`config.mk`:
```
export PLATFORM = sky130hd
export DESIGN_NAME = uart_line_rx_flat
export DESIGN_NICKNAME = d
export VERILOG_FILES = /design/src/rtl/blastit_pkg.sv /design/src/rtl/uart_line_rx_if.sv /design/src/rtl/uart_line_rx_line_buf.sv /design/src/rtl/uart_line_rx.sv /design/src/flat_wrapper.sv
export SDC_FILE = /design/constraint.sdc
export NUM_CORES = 1
export LEC_CHECK = 0
export ABC_AREA = 0
export BUFFER_PORTS_ARGS = -buffer_cell sky130_fd_sc_hd__buf_2
export CORE_MARGIN = 1
export CORE_UTILIZATION = 39
export CTS_CLUSTER_DIAMETER = 50
export DETAILED_ROUTE_END_ITERATION = 10
export SLEW_MARGIN = 20
export SYNTH_ARGS = -nofsm -noshare
export SYNTH_HDL_FRONTEND = slang
export SYNTH_SLANG_ARGS = --single-unit
export TNS_END_PERCENT = 10
```
`constraint.sdc`:
```
create_clock -name clk -period 6.92 [get_ports clk]
set_input_delay 1.038 -clock clk [delete_from_list [all_inputs] [get_ports clk]]
set_output_delay 1.038 -clock clk [all_outputs]
set_load 0.1 [all_outputs]
```
`src/rtl/blastit_pkg.sv`:
```
// blastit_pkg: character constants, line FSM encoding and upper-case helper shared by uart_line_rx.
package blastit_pkg;
    localparam logic [7:0] CR     = 8'h0D;
    localparam logic [7:0] LF     = 8'h0A;
    localparam logic [7:0] NUL    = 8'h00;
    localparam logic [7:0] PROMPT = 8'h3E;

    typedef enum logic {FILL = 1'b0, HOLD = 1'b1} line_state_t;

    function automatic logic [7:0] upcase(input logic [7:0] b);
        return (b >= 8'h61 && b <= 8'h7A) ? b - 8'h20 : b;
    endfunction
endpackage

```
`src/rtl/uart_line_rx_if.sv`:
```
// uart_line_rx_if: UART RX FIFO side and MCU line-buffer side of uart_line_rx.
interface uart_line_rx_if #(parameter int BUF_BITS = 5);
    logic                rx_empty;
    logic [7:0]          r_data;
    logic                rd_uart;
    logic                ack;
    logic [BUF_BITS-1:0] rd_addr;
    logic [7:0]          rd_data;
    logic [BUF_BITS:0]   line_len;
    logic                line_ready;
    logic                prompt_tick;
    logic                e_ovf;
    logic                done_tick;

    modport master (
        output rx_empty, r_data, ack, rd_addr,
        input  rd_uart, rd_data, line_len, line_ready, prompt_tick, e_ovf, done_tick
    );
    modport slave (
        input  rx_empty, r_data, ack, rd_addr,
        output rd_uart, rd_data, line_len, line_ready, prompt_tick, e_ovf, done_tick
    );
endinterface

```
`src/rtl/uart_line_rx_line_buf.sv`:
```
// line_buf: 2^ADDR_BITS x 8 RAM, synchronous write, asynchronous read, no reset.
module line_buf #(parameter int ADDR_BITS = 5) (
    input  logic                 clk,
    input  logic                 i_we,
    input  logic [ADDR_BITS-1:0] i_waddr,
    input  logic [7:0]           i_wdata,
    input  logic [ADDR_BITS-1:0] i_raddr,
    output logic [7:0]           o_rdata
);
    logic [7:0] r_mem [2**ADDR_BITS];

    always_ff @(posedge clk)
        if (i_we) r_mem[i_waddr] <= i_wdata;

    assign o_rdata = r_mem[i_raddr];
endmodule

```
`src/rtl/uart_line_rx.sv`:
```
// uart_line_rx: assembles CR-terminated lines from a UART RX FIFO and holds each for the MCU until ack.
// Define UART_LINE_CASEFOLD_EN to store lower-case letters as upper case.
module uart_line_rx
    import blastit_pkg::*;
#(
    parameter int BUF_BITS = 5
) (
    input  logic           clk,
    input  logic           reset,
    uart_line_rx_if.slave  bus
);
    line_state_t       r_state, w_next;
    logic [BUF_BITS:0] r_len;
    logic              r_ovf, r_prompt, r_done;
    logic              w_rd, w_cr, w_prompt, w_skip, w_full, w_storable, w_store, w_clear;
    logic [7:0]        w_wdata;

    always_ff @(posedge clk or posedge reset)
        if (reset) r_state <= FILL;
        else       r_state <= w_next;

    always_comb
        w_next = (r_state == FILL) ? ((w_rd && w_cr && r_len != '0) ? HOLD : FILL)
                                   : (bus.ack ? FILL : HOLD);

    always_comb begin
        bus.rd_uart    = (r_state == FILL) && !bus.rx_empty;
        bus.line_ready = r_state == HOLD;
    end

    assign w_rd       = bus.rd_uart;
    assign w_cr       = bus.r_data == CR;
    assign w_prompt   = bus.r_data == PROMPT;
    assign w_skip     = bus.r_data == LF || bus.r_data == NUL;
    // The count can only reach 2^BUF_BITS, so its top bit alone means full.
    assign w_full     = r_len[BUF_BITS];
    assign w_storable = w_rd && !w_cr && !w_prompt && !w_skip;
    assign w_store    = w_storable && !w_full;
    assign w_clear    = r_state == HOLD && bus.ack;

`ifdef UART_LINE_CASEFOLD_EN
    assign w_wdata = upcase(bus.r_data);
`else
    assign w_wdata = bus.r_data;
`endif

    always_ff @(posedge clk or posedge reset)
        if (reset) begin
            r_len    <= '0;
            r_ovf    <= 1'b0;
            r_prompt <= 1'b0;
            r_done   <= 1'b0;
        end else begin
            r_len    <= w_clear ? '0 : r_len + (BUF_BITS+1)'(w_store);
            r_ovf    <= !w_clear && (r_ovf || (w_storable && w_full));
            r_prompt <= w_rd && w_prompt;
            r_done   <= w_rd && w_cr && r_len != '0;
        end

    assign bus.line_len    = r_len;
    assign bus.e_ovf       = r_ovf;
    assign bus.prompt_tick = r_prompt;
    assign bus.done_tick   = r_done;

    line_buf #(.ADDR_BITS(BUF_BITS)) u_buf (
        .clk     (clk),
        .i_we    (w_store),
        .i_waddr (r_len[BUF_BITS-1:0]),
        .i_wdata (w_wdata),
        .i_raddr (bus.rd_addr),
        .o_rdata (bus.rd_data)
    );
endmodule

```
`src/flat_wrapper.sv`:
```
// flat-port wrapper written by rule: the top's interface ports become plain ports
module uart_line_rx_flat import blastit_pkg::*;
#(
    parameter int BUF_BITS = 5
)
  (clk, reset, bus_rx_empty, bus_r_data, bus_ack, bus_rd_addr, bus_rd_uart, bus_rd_data, bus_line_len, bus_line_ready, bus_prompt_tick, bus_e_ovf, bus_done_tick);
  uart_line_rx_if #(.BUF_BITS(BUF_BITS)) bus_i ();
  input  logic clk;
  input  logic reset;
  input wire logic [$bits(bus_i.rx_empty)-1:0] bus_rx_empty;
  input wire logic [$bits(bus_i.r_data)-1:0] bus_r_data;
  input wire logic [$bits(bus_i.ack)-1:0] bus_ack;
  input wire logic [$bits(bus_i.rd_addr)-1:0] bus_rd_addr;
  output wire logic [$bits(bus_i.rd_uart)-1:0] bus_rd_uart;
  output wire logic [$bits(bus_i.rd_data)-1:0] bus_rd_data;
  output wire logic [$bits(bus_i.line_len)-1:0] bus_line_len;
  output wire logic [$bits(bus_i.line_ready)-1:0] bus_line_ready;
  output wire logic [$bits(bus_i.prompt_tick)-1:0] bus_prompt_tick;
  output wire logic [$bits(bus_i.e_ovf)-1:0] bus_e_ovf;
  output wire logic [$bits(bus_i.done_tick)-1:0] bus_done_tick;
  assign bus_i.rx_empty = bus_rx_empty;
  assign bus_i.r_data = bus_r_data;
  assign bus_i.ack = bus_ack;
  assign bus_i.rd_addr = bus_rd_addr;
  assign bus_rd_uart = bus_i.rd_uart;
  assign bus_rd_data = bus_i.rd_data;
  assign bus_line_len = bus_i.line_len;
  assign bus_line_ready = bus_i.line_ready;
  assign bus_prompt_tick = bus_i.prompt_tick;
  assign bus_e_ovf = bus_i.e_ovf;
  assign bus_done_tick = bus_i.done_tick;
  uart_line_rx #(.BUF_BITS(BUF_BITS)) u_core (.clk(clk), .reset(reset), .bus(bus_i));
endmodule
```
==> results.md <==
- Outcome: complete, but fails checks
- Failing checks: DRC
- Total global-route track usage: 16.8%
- Final GP Congestion: 0.793
- Seq/Total Area, Yosys: 75.8%
- DRC errors left: 5
- Switching pwr: around 1.1 mW
- DP Worst Slack: about 2.1 ns
- Comb power frac: between 10% and 20%
- Seq cells post-synth: roughly 270
- Setup slack, reg-to-reg: 4.32 ns
- Top_reg_cell synth: edfxtp_1
- Cell Int Power: 2.91 mW
- Die X: around 170 um
- Max stage delay cell, worst path: buf_4
- Commonest non-fill, non-tap cells in the layout: edfxtp_1 (256), mux4_2 (80), buf_2 (34)
- Core ar.: roughly 26000 sq um
- Setup ws final: about 2.2 ns
- Root buffer cell: clkbuf_16
- CP dominant cell by count: mux4_2
- Final Max Tran Viols: 0
- Hold_buf cts: 0
- Delay-heaviest family, CP: multiplexers
- Via count: around 5000
- Vias in the first global route: about 5400
- Nets@finish: 553
- CTS sink cnt: ~270
- RSZ-0062 raised after global routing: no
- DR vias/cell: between 5 and 6
- H-tree Lvls: 1
- Post-synth cell types: 30
- Setup TNS: 0 ns
- Cells after Synth: 469
- Layout Skew: 0.0159 ns
- Hold Vio Cnt, Final: 0
- Final Cycle Share: between 60% and 70%
- Reg-to-Reg Start: u_core.bus.line_len[1]$_DFF_PP0_
- Worst-path maximum fanout: 40
- Clk_lat worst skew: roughly 0.54 ns
- Routed WL: 22300 um
- IO Pins: 36
- Setup repair bufs after CTS: 0
- Final setup violation count: 0
- Power per cell area: between 300 and 400 nW/um^2
- First-pass GRT wire length: between 30000 and 40000 um
- CP Buf/Inv Count: 3
- R2R depth: 2
- CTS Buffer Depth: 3
- Antenna violations before repair: 1
- WP data arrival: ~3.7 ns
- Maximum vdd drop: approximately 0.33 mV
- Clock share of power: approximately 37%
- CP max stage delay: 0.61 ns
- CTS tree: yes
- Worst Path Required: between 5 and 6 ns
- Max-Cap Viols: 0
- Worst Setup EP: bus_rd_data[5]
- Antenna Violating Nets Remaining: 0
- EDFF count, synth: between 200 and 300
- Sw Share: about 28%
- Levels on crit path: 6
- Most common cell after layout, fill and taps aside: edfxtp_1
- Area grow syn2layout: 15.9%
- Reg2Reg Capture Point: u_core.u_buf.r_mem[27][3]$_DFFE_PP_
- Time the worst path needs with I/O delays and setup: ~4.7 ns
- DPL Wire Length: roughly 14000 um
- TritonCTS buffer count: 29
- Grt ovf: 0
- DIE HEIGHT: ~170 um
- Ys async rst share: roughly 3.8%
- Die area: roughly 28000 sq um
- Share of layout cells above drive strength 1: 36.7%
- Seq pwr share: 48.5%
- Post-cts resize count: 0
- Worst-path clk slew: ~0.060 ns
- PortBufs: 35
- Detailed Routing Iterations Pass 1: 8
- Drt initial violations: slightly above 500
- Yosys warning count: 0
- Syn nets: 488
- Initial Util: roughly 40%
- Final core occ: a little under half
- Pin count of the biggest net entering global routing: between 40 and 50
- # rows: slightly below 60
- Mapped Area: 10500 sq um
- Routed length per instance: 25.0 um
- WS Path Type: in -> out
- Filler cells: 2158
- CP Capture Type: output pin
- Syn_area_per_cell: approximately 22 sq um
- # diodes: 0
- Worst Hold Class: in -> async
- Final Total Pwr: roughly 4.0 mW
- Worst setup SP type: input pin
- Critical Path, Cell by Cell: buf_4 > buf_12 > mux4_2 > mux4_2 > mux2_2 > buf_2
- Least-Margin Pin Slew: between 0.9 and 1 ns
- Hold_ws: approximately 0.47 ns
- Slew Limit Headroom: about a third
- Fmax: roughly 210 MHz
- P_leak: approximately 3.9 nW
- Critical Path Start: bus_rd_addr[1]
worst reg2reg max path, cell delays in order, from the launching register on:
cell and delay (ns):
dfrtp_1 0.82, nand2_1 0.48, nor3_2 0.90
metrics by stage:
step	cell area, sq um	instances
5_1_grt	12100	891
3_5_place_dp	11200	838
4_1_cts	12100	891
2_1_floorplan	10500	469
6_report	12100	891
3_3_place_gp	11200	838
worst min path at each step:
stage / start / to / slack (ns)
floorplan: reset / u_core.bus.done_tick$_DFF_PP0_ / 0.88
global route: reset / u_core.bus.line_len[1]$_DFF_PP0_ / 0.49
detailed placement: u_core.bus.e_ovf$_DFF_PP0_ / u_core.bus.e_ovf$_DFF_PP0_ / 0.54
global placement: u_core.bus.e_ovf$_DFF_PP0_ / u_core.bus.e_ovf$_DFF_PP0_ / 0.52
CTS: reset / u_core.bus.prompt_tick$_DFF_PP0_ / 0.45
finish: reset / u_core.bus.prompt_tick$_DFF_PP0_ / 0.47
cells by family after synthesis:
group	share of synthesized area [%]
DFF	75.8
muxes	18.1
and+or+nand+nor	3.42
buffers and inverters	1.52
AOI/OAI and AO/OA	0.573
xor gates and xnor gates	0.418
adders and majority gates	0.239
registers in the layout, summed over array words and instances, names as in the netlist:
register / count
u_core.bus.done_tick: 1
u_core.bus.line_len: 6
u_core.bus.e_ovf: 1
u_core.bus.prompt_tick: 1
u_core.u_buf.r_mem: 256
u_core.bus.line_ready: 1
synth_stat cells (4+ instances only):
library cell / n / area, sq um
a21oi_1: 4 / 20.0
buf_1: 8 / 30.0
buf_4: 6 / 45.0
clkbuf_1: 14 / 52.6
dfrtp_1: 10 / 250
edfxtp_1: 256 / 7690
inv_1: 4 / 15.0
mux2_2: 8 / 90.1
mux4_2: 80 / 1800
nand2_1: 6 / 22.5
nor2_1: 4 / 15.0
nor3_1: 26 / 130
nor4_1: 10 / 62.6
area by class of cell:
class | instances | area (sq um) | share of cell area (%)
Sequential cell | 266 | 7940 | 65.4
Multi-Input combinational cell | 169 | 2440 | 20.1
Clock buffer | 33 | 741 | 6.10
Tap cell | 335 | 419 | 3.45
Timing Repair Buffer | 64 | 408 | 3.36
Clock inverter | 20 | 179 | 1.47
Inverter | 4 | 15.0 | 0.124
power groups by stage:
stage                     clock, mW  sequential, mW  combinational [mW]
after floorplan                   0            2.06               0.335
after global placement            0            1.98               0.588
after detailed placement          0            1.99               0.598
after CTS                      1.51            1.96               0.599
after global routing           1.57            1.97               0.633
final                          1.48            1.96               0.597
layer usage:
metal  share of wire [%]  GRT usage, %  up-vias
li1                    -             -     2121
met4                 2.7          4.88        2
met2                  51          28.6      143
met1                  42          22.2     2658
met5               0.058             0        -
met3                 4.8          3.10       39
Note: power is estimated with default switching activity, not from simulation.
